--- src/rtl/uart_pkg.sv ---
// Shared UART definitions: FSM state encoding, parity codes and the bit-period helper.
// Used by both uart_tx and uart_rx.
package uart_pkg;

   typedef enum logic [2:0] {
      S_IDLE   = 3'd0,
      S_START  = 3'd1,
      S_DATA   = 3'd2,
      S_PARITY = 3'd3,
      S_STOP   = 3'd4
   } uart_state_e;

   localparam logic [7:0] PAR_NONE = "L";
   localparam logic [7:0] PAR_EVEN = "M";
   localparam logic [7:0] PAR_ODD  = "N";

   // Clocks per bit, truncated; callers rely on the result being at least 8.
   function automatic int calc_clkdiv(input int clk_rate, input int baud_rate);
      return clk_rate / baud_rate;
   endfunction

endpackage

--- src/rtl/uart_rx_sync.sv ---
// Two-flop synchronizer for the serial line plus a falling-edge detector.
// Every flop resets to the idle-high line level so reset never fakes a start edge.
module uart_rx_sync (
   input  logic clk_i,
   input  logic rst_i,
   input  logic rx_i,
   output logic rx_sync_o,
   output logic rx_fall_o
);

   logic meta_q;
   logic prev_q;

   always_ff @(posedge clk_i or posedge rst_i) begin
      if (rst_i) begin
         meta_q    <= 1'b1;
         rx_sync_o <= 1'b1;
         prev_q    <= 1'b1;
      end else begin
         meta_q    <= rx_i;
         rx_sync_o <= meta_q;
         prev_q    <= rx_sync_o;
      end
   end

   assign rx_fall_o = prev_q & ~rx_sync_o;

endmodule

--- src/rtl/uart_rx.sv ---
// Multi-word UART receiver: oversampled start/data/parity/stop checking, WORD_COUNT words per frame.
// Build option UART_RX_MAJORITY_EN selects 2-of-3 majority voting around each mid-bit sample.
module uart_rx
   import uart_pkg::*;
#(
   parameter int         CLK_RATE   = 10000000,
   parameter int         BAUD_RATE  = 115200,
   parameter int         WORD_LEN   = 8,
   parameter int         WORD_COUNT = 1,
   parameter logic [7:0] PARITY     = PAR_NONE,
   parameter int         STOP       = 1,
   parameter int         GAP_BITS   = 16
) (
   input  logic                           clk_i,
   input  logic                           rst_i,
   input  logic                           rx_i,
   output logic [WORD_COUNT*WORD_LEN-1:0] rx_data_o,
   output logic                           rx_valid_o,
   output logic                           rx_busy_o,
   output logic                           rx_parity_err_o,
   output logic                           rx_frame_err_o,
   output logic [2:0]                     rx_state_o
);

   localparam int CLKDIV  = calc_clkdiv(CLK_RATE, BAUD_RATE);
   localparam int FW      = WORD_COUNT * WORD_LEN;
   localparam int CW      = $clog2(CLKDIV) + 1;
   localparam int GAP_CYC = GAP_BITS * CLKDIV;
   localparam int GW      = $clog2(GAP_CYC) + 1;

   localparam logic [CW-1:0] HALF_END = CW'(CLKDIV / 2);
   localparam logic [CW-1:0] BIT_END  = CW'(CLKDIV - 1);
   localparam logic [GW-1:0] GAP_END  = GW'(GAP_CYC - 1);
   localparam logic [3:0]    DATA_END = 4'(WORD_LEN - 1);
   localparam logic [3:0]    STOP_END = 4'(STOP - 1);
   localparam logic [7:0]    WC_END   = 8'(WORD_COUNT);

   logic                rx_s;
   logic                rx_fall;
   uart_state_e         state;
   logic [CW-1:0]       cnt;
   logic [3:0]          bit_cnt;
   logic [GW-1:0]       gap_cnt;
   logic [WORD_LEN-1:0] word;
   logic [FW-1:0]       asm_q;
   logic [7:0]          wcnt;
   logic                par_flag;

   logic                bit_tick;
   logic                bit_val;
   logic                par_exp;
   logic [FW-1:0]       asm_next;

   uart_rx_sync u_sync (
      .clk_i     (clk_i),
      .rst_i     (rst_i),
      .rx_i      (rx_i),
      .rx_sync_o (rx_s),
      .rx_fall_o (rx_fall)
   );

   // Bit decisions happen one cycle after mid-bit in both builds, so the
   // majority vote can see mid-1, mid and mid+1 without shifting rx_valid_o.
`ifdef UART_RX_MAJORITY_EN
   logic [1:0] hist;
   assign bit_val = (hist[1] & hist[0]) | (hist[1] & rx_s) | (hist[0] & rx_s);
`else
   logic       hist;
   assign bit_val = hist;
`endif

   always_comb begin
      bit_tick = (state == S_START) ? (cnt == HALF_END) : (cnt == BIT_END);
      par_exp  = (PARITY == PAR_ODD) ? ~^word : ^word;
      asm_next = (asm_q << WORD_LEN) | FW'(word);
   end

   assign rx_state_o = state;

   always_ff @(posedge clk_i or posedge rst_i) begin
      if (rst_i) begin
         state           <= S_IDLE;
         cnt             <= '0;
         bit_cnt         <= '0;
         gap_cnt         <= '0;
         word            <= '0;
         asm_q           <= '0;
         wcnt            <= '0;
         par_flag        <= 1'b0;
         hist            <= '1;
         rx_data_o       <= '0;
         rx_valid_o      <= 1'b0;
         rx_busy_o       <= 1'b0;
         rx_parity_err_o <= 1'b0;
         rx_frame_err_o  <= 1'b0;
      end else begin
`ifdef UART_RX_MAJORITY_EN
         hist <= {hist[0], rx_s};
`else
         hist <= rx_s;
`endif
         rx_valid_o     <= 1'b0;
         rx_frame_err_o <= 1'b0;

         case (state)
            S_IDLE: begin
               // Gap timeout is evaluated before the edge so a coincident edge starts word 0.
               if (wcnt != 8'd0 && rx_s) begin
                  if (gap_cnt == GAP_END) begin
                     gap_cnt   <= '0;
                     wcnt      <= '0;
                     par_flag  <= 1'b0;
                     asm_q     <= '0;
                     rx_busy_o <= 1'b0;
                  end else begin
                     gap_cnt <= gap_cnt + 1'b1;
                  end
               end else begin
                  gap_cnt <= '0;
               end
               if (rx_fall) begin
                  state   <= S_START;
                  cnt     <= '0;
                  bit_cnt <= '0;
               end
            end

            S_START: begin
               if (bit_tick) begin
                  cnt <= '0;
                  if (!bit_val) begin
                     state     <= S_DATA;
                     rx_busy_o <= 1'b1;
                  end else begin
                     state <= S_IDLE;
                  end
               end else begin
                  cnt <= cnt + 1'b1;
               end
            end

            S_DATA: begin
               if (bit_tick) begin
                  cnt  <= '0;
                  word <= {bit_val, word[WORD_LEN-1:1]};
                  if (bit_cnt == DATA_END) begin
                     bit_cnt <= '0;
                     state   <= (PARITY == PAR_NONE) ? S_STOP : S_PARITY;
                  end else begin
                     bit_cnt <= bit_cnt + 1'b1;
                  end
               end else begin
                  cnt <= cnt + 1'b1;
               end
            end

            S_PARITY: begin
               if (bit_tick) begin
                  cnt   <= '0;
                  state <= S_STOP;
                  if (bit_val != par_exp) par_flag <= 1'b1;
               end else begin
                  cnt <= cnt + 1'b1;
               end
            end

            S_STOP: begin
               if (bit_tick) begin
                  cnt <= '0;
                  if (!bit_val) begin
                     rx_frame_err_o <= 1'b1;
                     wcnt           <= '0;
                     par_flag       <= 1'b0;
                     asm_q          <= '0;
                     rx_busy_o      <= 1'b0;
                     bit_cnt        <= '0;
                     state          <= S_IDLE;
                  end else if (bit_cnt == STOP_END) begin
                     bit_cnt <= '0;
                     state   <= S_IDLE;
                     if (wcnt + 8'd1 == WC_END) begin
                        rx_data_o       <= asm_next;
                        rx_valid_o      <= 1'b1;
                        rx_parity_err_o <= par_flag;
                        wcnt            <= '0;
                        par_flag        <= 1'b0;
                        asm_q           <= '0;
                        rx_busy_o       <= 1'b0;
                     end else begin
                        asm_q <= asm_next;
                        wcnt  <= wcnt + 8'd1;
                     end
                  end else begin
                     bit_cnt <= bit_cnt + 1'b1;
                  end
               end else begin
                  cnt <= cnt + 1'b1;
               end
            end

            default: state <= S_IDLE;
         endcase
      end
   end

endmodule
--- config.mk ---
export PLATFORM = sky130hd
export DESIGN_NAME = uart_rx
export DESIGN_NICKNAME = d
export VERILOG_FILES = /design/src/rtl/uart_pkg.sv /design/src/rtl/uart_rx_sync.sv /design/src/rtl/uart_rx.sv
export SDC_FILE = /design/constraint.sdc
export NUM_CORES = 1
export LEC_CHECK = 0
export BUFFER_PORTS_ARGS = -buffer_cell sky130_fd_sc_hd__buf_2
export CORE_ASPECT_RATIO = 0.75
export CORE_MARGIN = 10
export CORE_UTILIZATION = 45
export CTS_CLUSTER_DIAMETER = 150
export DETAILED_ROUTE_END_ITERATION = 8
export PLACE_DENSITY_LB_ADDON = 0.05
export SKIP_LAST_GASP = 1
export SLEW_MARGIN = 0
export SYNTH_ARGS = -nofsm -noshare
export SYNTH_HDL_FRONTEND = slang
export SYNTH_HIERARCHICAL = 1
export SYNTH_SLANG_ARGS = --single-unit
--- constraint.sdc ---
create_clock -name clk_i -period 2.6 [get_ports clk_i]
set_input_delay 0.13 -clock clk_i [delete_from_list [all_inputs] [get_ports clk_i]]
set_output_delay 0.13 -clock clk_i [all_outputs]
set_load 0.1 [all_outputs]
### After elaboration in Yosys (flattened, before gate mapping)

Index checks and enable logic that the tools add are counted.

* ROM bits: 0
* bits in latches: 0
* input bits: 3
* memory bits (writable): 0
* output and inout port bits: 15
* register bits after elaboration: 59
* memories kept: 0

* bitwise logic cells: 2
* muxes and demuxes: 50
* eq/ne operators: 22
* reduce and logical (&&, ||, !) cells: 19
* $lt $le $gt $ge: 0
* add/subtract/negate cells: 4
* $mul: 0
* divide/modulo/power cells: 0
* shifts and indexed selects: 0

Operator list (count)
* 2-to-1 mux 8 bit: 8
* one-hot mux 8 bit (2 select lines): 2
* 2-to-1 mux 12 bit: 2
* 2-to-1 mux 3 bit: 8
* 2-to-1 mux 4 bit: 6
* != test 2 bit, second input constant: 10
* 2-to-1 mux 1 bit: 19
* adder 8 x 1 -> 8 bit, second input constant: 2
* AND reduction 8 bit: 2
* one-hot mux 3 bit (5 select lines): 1
* adder 12 x 1 -> 12 bit, second input constant: 1
* equality test 12 x 11 -> 1 bit, second input constant: 1
* one-hot mux 4 bit (3 select lines): 1
* AND reduction 5 bit: 2
* nonzero test 3 bit: 3
* equality test 8 x 1 -> 1 bit, second input constant: 1
* equality test 8 x 6 -> 1 bit, second input constant: 1
* equality test 8 x 7 -> 1 bit, second input constant: 1
* nonzero test 8 bit: 1
* parity 8 bit: 1
* AND reduction 7 bit: 1
* equality test 3 x 2 -> 1 bit, second input constant: 2
* != test 3 bit, second input constant: 2
* one-hot mux 1 bit (3 select lines): 2
* other kinds (15): 17

### Logic depth before layout (Yosys ltp)

Gate-level depths: netlist of run 1.

* word-level depth: 7
* depth in mapped cells: 9
* gate-level depth less buffers: 8

### Cells and area by module

Netlist of run 1, hierarchy kept.

By module, submodules not included
* uart_rx: instances 1, cells each 330, area an instance 3164.3 um2, seq. area each 1427.6 um2
* uart_rx_sync: instances 1, cells each 5, area an instance 96.3 um2, seq. area each 78.8 um2

### Worst setup path after synthesis of run 1

OpenSTA, ideal clock, no wires.

* kind: reg2reg
* start: register state[0], in the netlist rx_state_o[0]
* end: register rx_data_o[0]
* cell stages (with the launch flop): 7
* period minus slack after synthesis: 2574 ps
* path slack: 26 ps
* arrival: 2449 ps
* data required time: 2474 ps
* setup time: 126 ps
* cell sequence: dfrtp_1 > clkbuf_1 > or3b_2 > nand3_1 > a21oi_1 > nand4_2 > mux2_2

* cells in the longest elaborated chain, start to end: 3
* elaborated cells between the ends (all ways): 4
* classes of those cells: 2 x eq/ne; 1 x mux; 1 x reduce/logical

Ends and longest elaborated chain
* start: declaration: RTL line uart_rx.sv:40 `uart_state_e state;`
* start signal: assignment: RTL line uart_rx.sv:148 `state <= (PARITY == PAR_NONE) ? S_STOP : S_PARITY;`
* equality test 3 x 1 -> 1 bit: RTL line uart_rx.sv:73 `bit_tick = (state == S_START) ? (cnt == HALF_END) : (cnt == BIT_END);`
* 2-to-1 mux 1 bit: RTL line uart_rx.sv:73
* AND reduction 5 bit (no source line) *
* end signal: assignment: RTL line uart_rx.sv:182 `rx_data_o <= asm_next;`
* end: declaration: RTL line uart_rx.sv:17 `output logic [WORD_COUNT*WORD_LEN-1:0] rx_data_o,`

Every way passes the cells marked *; elsewhere a longest branch is shown, timed or not.
A chain may end at the register's enable or synchronous reset.

### Final worst setup path of run 1

* start: register wcnt[0]
* end: register wcnt[7]

* cells in the longest elaborated chain, start to end: 7
* elaborated cells between the ends (all ways): 11
* classes of those cells: 1 x add/sub; 2 x eq/ne; 5 x mux; 3 x reduce/logical

Ends and longest elaborated chain
* start: declaration: RTL line uart_rx.sv:46 `logic [7:0] wcnt;`
* start signal: assignment: RTL line uart_rx.sv:191 `wcnt <= wcnt + 8'd1;`
* adder 8 x 1 -> 8 bit: RTL line uart_rx.sv:181, uart_rx.sv:191
* equality test 8 x 1 -> 1 bit: RTL line uart_rx.sv:181 `if (wcnt + 8'd1 == WC_END) begin`
* 2-to-1 mux 8 bit: RTL line uart_rx.sv:181
* 2-to-1 mux 8 bit: RTL line uart_rx.sv:178 `end else if (bit_cnt == STOP_END) begin`
* 2-to-1 mux 8 bit: RTL line uart_rx.sv:170 `if (!bit_val) begin`
* 2-to-1 mux 8 bit: RTL line uart_rx.sv:168 `if (bit_tick) begin`
* one-hot mux 8 bit (2 select lines): RTL line uart_rx.sv:105 `case (state)`

Parallel ways exist; a longest one is shown, timed or not. The select of a mux whose other input is x is not followed.

==> results of run 1 <==
## kinds of logic after synthesis
kind of cell / count (synthesis) / share of synthesized area [%]
muxes: 18 / 6.18
DFF: 60 / 46.2
and+or+nand+nor: 131 / 22.8
buffers and inverters: 29 / 4.03
AOI/OAI and AO/OA: 80 / 15.5
xor gates and xnor gates: 11 / 2.95
adders and majority gates: 6 / 2.30
## area by class of cell
class / instances / area [sq um] / share of cell area (%)
clock buffers: 12 / 155 / 4.17
clock inverters: 4 / 47.5 / 1.28
inverters: 16 / 60.1 / 1.62
multi-input cells: 246 / 1620 / 43.7
flip-flops and latches: 60 / 1510 / 40.5
well taps: 98 / 123 / 3.30
repair buffers: 32 / 203 / 5.45
## how the worst min path moves through the flow
stage / slack (ns) / start / to / cells after the start
2_1_floorplan: 0.06 / rst_i / u_sync/meta_q / 1
3_3_place_gp: 0.17 / rst_i / wcnt[5] / 2
3_5_place_dp: 0.17 / rst_i / wcnt[5] / 2
4_1_cts: 0.34 / rst_i / cnt[2] / 3
5_1_grt: 0.37 / rst_i / cnt[1] / 3
6_report: 0.34 / rst_i / cnt[1] / 3
## worst register-to-register path, delay by kind of cell (launching register included)
family | cells | cell delay (ns)
AOI/OAI and AO/OA | 3 | 0.72
and+or+nand+nor | 3 | 0.83
buffers and inverters | 1 | 0.07
DFF | 1 | 0.42
adders and majority gates | 1 | 0.15
## registers in the layout, summed over array words and instances, names as in the netlist, 3 cells and up
signal,cells
bit_cnt,4
wcnt,8
asm_next,8
cnt,8
gap_cnt,12
rx_data_o,8
rx_state_o,3
## metrics by stage
stage | power (mW) | std cells | hold slack [ns] | util [%]
after floorplan | 1.14 | 335 | 0.0633 | -
after global placement | 1.18 | 448 | 0.174 | 50.2
after detailed placement | 1.19 | 448 | 0.170 | 50.2
after CTS | 2.07 | 466 | 0.340 | 53.4
after global routing | 2.14 | 468 | 0.368 | 53.6
final | 2.04 | 468 | 0.340 | 53.6
## synthesized netlist by cell type (2+ instances only)
cell type  number  area (sq um)
dfrtp_1        56          1400
nor3_1          7          35.0
ha_1            6          75.1
nor4_1          2          12.5
o21ai_0        41           205
dfstp_2         4           105
o41ai_1         3          26.3
buf_6           2          22.5
inv_1          16          60.1
nor4bb_1        3          30.0
or2_2           3          18.8
nor2_2          3          18.8
nand4_1         5          31.3
nand4bb_1       3          33.8
or3b_2          2          17.5
nor2b_1         5          31.3
a21o_1          2          15.0
a21oi_1         8          40.0
mux2_2         17           191
nand2b_1        8          50.1
nor2_1         18          67.6
o31ai_1         5          37.5
xnor2_1         7          61.3
nor3b_1         3          22.5
nand3_1        13          65.1
clkbuf_1        7          26.3
nand2_1        33           124
a31oi_1         9          56.3
buf_2           3          15.0
and3_1          7          43.8
or3_1           3          18.8
o21a_1          2          15.0
nand3b_1        2          15.0
xor2_1          4          35.0
## power by group
part | switching, mW | internal (mW)
sequential | 0.0503 | 0.964
combinational | 0.0973 | 0.0610
clock | 0.378 | 0.492
total | 0.526 | 1.52
## what timing repair did
action / CTS / global route
buffers inserted: 0 / 2
hold buffers: 2 / 0
hold endpoints to repair: 22 / 0
endpoints found under the setup margin: 0 / 3
## routing by layer
layer,track usage [%],part of all wire [%]
met1,18.8,52
met2,19.6,42
met3,4.68,4.3
met4,4.93,1.7
met5,0,0
==> results.toml, run 1 <==
[status]
status = "finished, final reports clean"

[clock_tree]
cts_made_buffers = 9
cts_tree = "yes"
cts-root-buf = "clkbuf_8"
cts-resized-gates = 0
insertion_delay_ns = 0.35
clock-sinks = 60
clk_path_buf_depth = 2
h-tree-depth = 3
clk_pin_slew_worst_paths_ns = 0.08

[grt]
grt_pass1_vias = 2439
grt_max_degree = 21
antenna_found_initial = 0
track_usage_pct = 13.7
grt_overflow = 0
grt_pass1_wl_microns = 12400

[synth]
yosysUniqueCellTypes = 57
async_reset_ff_share_pct = 100
yosys_warnings = 6
ys_seq_area_share_pct = 46.2
synth_seq_cells = 60
synth-edff-count = 0
avgSynthCellArea_sq_um = 9.73
syn_nets = 344
syn_inst = 335
synth_area_sq_um = 3260
synth_ff_type = "dfrtp_1"

[worst_setup_path]
start_kind = "register"
cp.arrival_ns = 2.53
r2r-end = "wcnt[7]"
cp_slowest_stage_delay_ns = 0.48
worstSetupStartpoint = "wcnt[0]"
worstSetupPathType = "reg2reg"
path_delay_family = "simple AND/OR/NAND/NOR gates"
crit_path_end_kind = "register"
rr_worst_depth = 8
path_cells = "inv_1 > ha_1 > or4b_4 > o41ai_4 > nor2_2 > o211ai_2 > or2_1 > o21ai_0"
cp_slowest_cell = "or4b_4"
critPathMaxFanout = 6
crit_end = "wcnt[7]"
worst-path-stages = 8
r2r_slack_ns = 0.28
r2r-start = "wcnt[0]"
cp.buffers_inverters = 1
worst-endpoint-required_ns = 2.82

[die]
io_pins = 18
die_area_sq_um = 11100
die_w_microns = 118
rows = 26
die_y_microns = 93.7
initial_utilization_pct = 47.1
core_area_sq_um = 6930

[power_and_ir_drop]
p_leak_nw = 1.69
peakVddDrop_uv = 227
power_density_nw_per_um2 = 550

[timing]
timing.final.crit_share_pct = 89.1
finalClockSkew_ns = 0.0149
tightest_slew_ns = 0.590
setup_viol = 0
worst_slack_ns = 0.283
period_needed_ns = 2.32
report.final.slew_viol_count = 0
timing.fmax_mhz = 432
setup_tns_ns = 0
rsz0062_at_grt = "false"
slew_headroom_pct = 60.5
finalHoldViolCount = 0

[final_layout]
area_growth_pct = 14.0
layout_common_cells = "56 x dfrtp_1, 41 x o21ai_0, 33 x nand2_1"
fillCellCount = 641
postLayoutCellArea_sq_um = 3720
final_common_cell = "dfrtp_1"
nNetsFinal = 374
antenna_cells = 0
drive_gt1_share_pct = 22.2

[route]
drc = 0
ant_nets = 0
finalWirelength_microns = 7150
vias = 2586
routedWlPerCell_microns = 15.3
dr.pass1.iters = 4
initialDrtViolationCount = 160
vias_per_cell = 5.53

[min_path]
hp-class = "in2async"

[place]
post-place-ws_ns = 0.178
dp_hpwl_microns = 5060
portBuffers = 17
dpl_cell_area_sq_um = 3480
place.gp.congestion = 0.798

[flow_run]
max_cap_violations = 0
Note: power is estimated with default switching activity, not from simulation.
==> run 2, diff against run 1 <==
--- a/config.mk
+++ b/config.mk
@@ -11,10 +11,11 @@
 export CORE_UTILIZATION = 45
 export CTS_CLUSTER_DIAMETER = 150
 export DETAILED_ROUTE_END_ITERATION = 8
+export GPL_ROUTABILITY_DRIVEN = 1
+export HOLD_SLACK_MARGIN = 0.02
 export PLACE_DENSITY_LB_ADDON = 0.05
 export SKIP_LAST_GASP = 1
 export SLEW_MARGIN = 0
 export SYNTH_ARGS = -nofsm -noshare
 export SYNTH_HDL_FRONTEND = slang
-export SYNTH_HIERARCHICAL = 1
 export SYNTH_SLANG_ARGS = --single-unit
==> results.toml, run 2 <==
[synth]
avgSynthCellArea_sq_um = 10.3
async_reset_ff_share_pct = 100
synth_ff_type = "dfrtp_1"
yosysMostFrequentCell = "dfrtp_1"
synth-edff-count = 0
yosys.area.top_type = "dfrtp_1"
syn_nets = 329
synth_area_sq_um = 3290
yosys_warnings = 0
yosysUniqueCellTypes = 67
synth_area_leaders = "dfrtp_1 43%, mux2_4 4.1%, o21ai_0 3.8%"
synth.top_cells.by_count = "56 x dfrtp_1, 33 x nand2_1, 25 x o21ai_0, 15 x nor2_1, 14 x inv_1"
synth_seq_cells = 59
syn_inst = 320
ys_seq_area_share_pct = 45.0
synth.top_cell.area_share_pct = 42.6

[die]
core_area_sq_um = 6960
rows = 26
die_area_sq_um = 11200
initial_utilization_pct = 47.2
die_w_microns = 119
die_y_microns = 94.0
io_pins = 18

[clock_tree]
cts_tree = "yes"
clock-sinks = 59
cts-root-buf = "clkbuf_8"
h-tree-depth = 3
insertion_delay_ns = 0.35
clk_pin_slew_worst_paths_ns = 0.07
cts_made_buffers = 9
clk_path_buf_depth = 2
cts-resized-gates = 0

[final_layout]
drive_gt1_share_pct = 21.4
postLayoutCellArea_sq_um = 3760
post-route-util_pct = 54.0
area_growth_pct = 14.3
layout_common_cells = "53 x dfrtp_1, 33 x nand2_1, 25 x o21ai_0"
top_register = "gap_cnt"
final_common_cell = "dfrtp_1"
nNetsFinal = 354
largest_register_ffs = 12
fillCellCount = 624
antenna_cells = 0

[min_path]
hp-class = "reg2reg"
min_from = "u_sync.meta_q"

[place]
portBuffers = 17
dpl_cell_area_sq_um = 3500
place.gp.congestion = 0.829
dp_hpwl_microns = 4710

[worst_setup_path]
r2r_slack_ns = 0.12
rr_worst_depth = 6
cp.arrival_ns = 2.71
crit_path_end_kind = "register"
critPathMaxFanout = 10
worst-endpoint-required_ns = 2.83
crit_end = "rx_data_o[5]"
r2r-end = "rx_data_o[5]"
worstSetupStartpoint = "wcnt[0]"
worstSetupPathType = "reg2reg"
start_kind = "register"
r2r-start = "wcnt[0]"

[timing]
slew_headroom_pct = 60.5
setup_tns_ns = 0
finalHoldViolCount = 0
setup_viol = 0
rsz0062_at_grt = "false"
report.final.slew_viol_count = 0
timing.fmax_mhz = 402
tightest_slew_ns = 0.589
timing.final.crit_share_pct = 95.6
finalClockSkew_ns = 0.0133
period_needed_ns = 2.48

[grt]
grt_overflow = 0
grt_pass1_wl_microns = 11900
grt_max_degree = 60
track_usage_pct = 13.1
antenna_found_initial = 0
grt_pass1_vias = 2342

[power_and_ir_drop]
power_density_nw_per_um2 = 607
p_leak_nw = 1.75
peakVddDrop_uv = 357

[route]
dr.pass1.iters = 4
ant_nets = 0
vias_per_cell = 5.44
vias = 2437
finalWirelength_microns = 6910
routedWlPerCell_microns = 15.4
drc = 0
initialDrtViolationCount = 181

[flow_run]
max_cap_violations = 0

[status]
status = "finished, final reports clean"
-- run 2: cell types whose count changed after synthesis, moves of 5 or more --
cell / change
a31oi_1: -8
mux2_4: +9
xor2_1: +5
mux2_2: -9
o21ai_0: -16
nand2b_1: -6
-- run 2: cells by family (layout without fill, tap and decap cells) --
family                   after synthesis  count (layout)  share of synthesized area (%)
adder cells (fa/ha/maj)                6               6                           2.28
flip-flops                            59              59                           45.0
multiplexers                          20              20                           7.76
XOR/XNOR                              19              19                           5.48
AO/OA/AOI/OAI                         73              73                           15.9
buffers and inverters                 28              58                           4.07
AND/OR/NAND/NOR                      115             115                           19.5
-- run 2: repair_timing --
item / CTS / global route
hold buffers: 2 / 0
hold endpoints to repair: 57 / 0
setup buffers: 0 / 0
-- run 2: critical path, stage by stage, from the launching register on --
cell and delay, ns:
dfrtp_1 0.41, ha_1 0.26, and3_1 0.26, a311oi_1 0.39, a31oi_2 0.09, or4_4 0.62
mux2_4 0.33
-- run 2: final cells by class --
class / instances / area [sq um] / area share (%)
clock buffers: 9 / 124 / 3.30
flip-flops and latches: 59 / 1480 / 39.5
clock inverters: 7 / 116 / 3.10
well taps: 98 / 123 / 3.26
multi-input cells: 233 / 1670 / 44.5
repair buffers: 28 / 185 / 4.93
inverters: 14 / 52.6 / 1.40
-- run 2: metal layers --
layer | GRT usage (%) | vias to the layer above | routed length (microns)
met5 | 0 | - | 0
met4 | 4.97 | 0 | 93
met3 | 4.02 | 8 | 269
met2 | 18.4 | 42 | 2920
met1 | 18.4 | 1162 | 3620
li1 | - | 1225 | -
-- run 2: stage by stage --
stage | cells | power [mW] | setup WS, ns | hold slack (ns)
global placement | 430 | 1.27 | 0.195 | 0.218
CTS | 448 | 2.31 | 0.136 | 0.358
global route | 448 | 2.40 | 0.0262 | 0.361
finish | 448 | 2.28 | 0.115 | 0.356
floorplan | 320 | 1.21 | 0.0605 | 0.134
detailed placement | 430 | 1.27 | 0.144 | 0.219
-- run 2: power by group --
group | internal (mW) | switching (mW) | leakage [nW]
Clock | 0.634 | 0.388 | 0.119
Combinational | 0.0898 | 0.148 | 0.833
Sequential | 0.961 | 0.0609 | 0.800
-- run 2: how the worst min path moves through the flow --
stage                             to  depth (start not counted)
finish              u_sync.rx_sync_o                          0
global route        u_sync.rx_sync_o                          0
CTS                 u_sync.rx_sync_o                          0
detailed placement        bit_cnt[1]                          3
global placement         gap_cnt[10]                          3
floorplan              u_sync.meta_q                          0
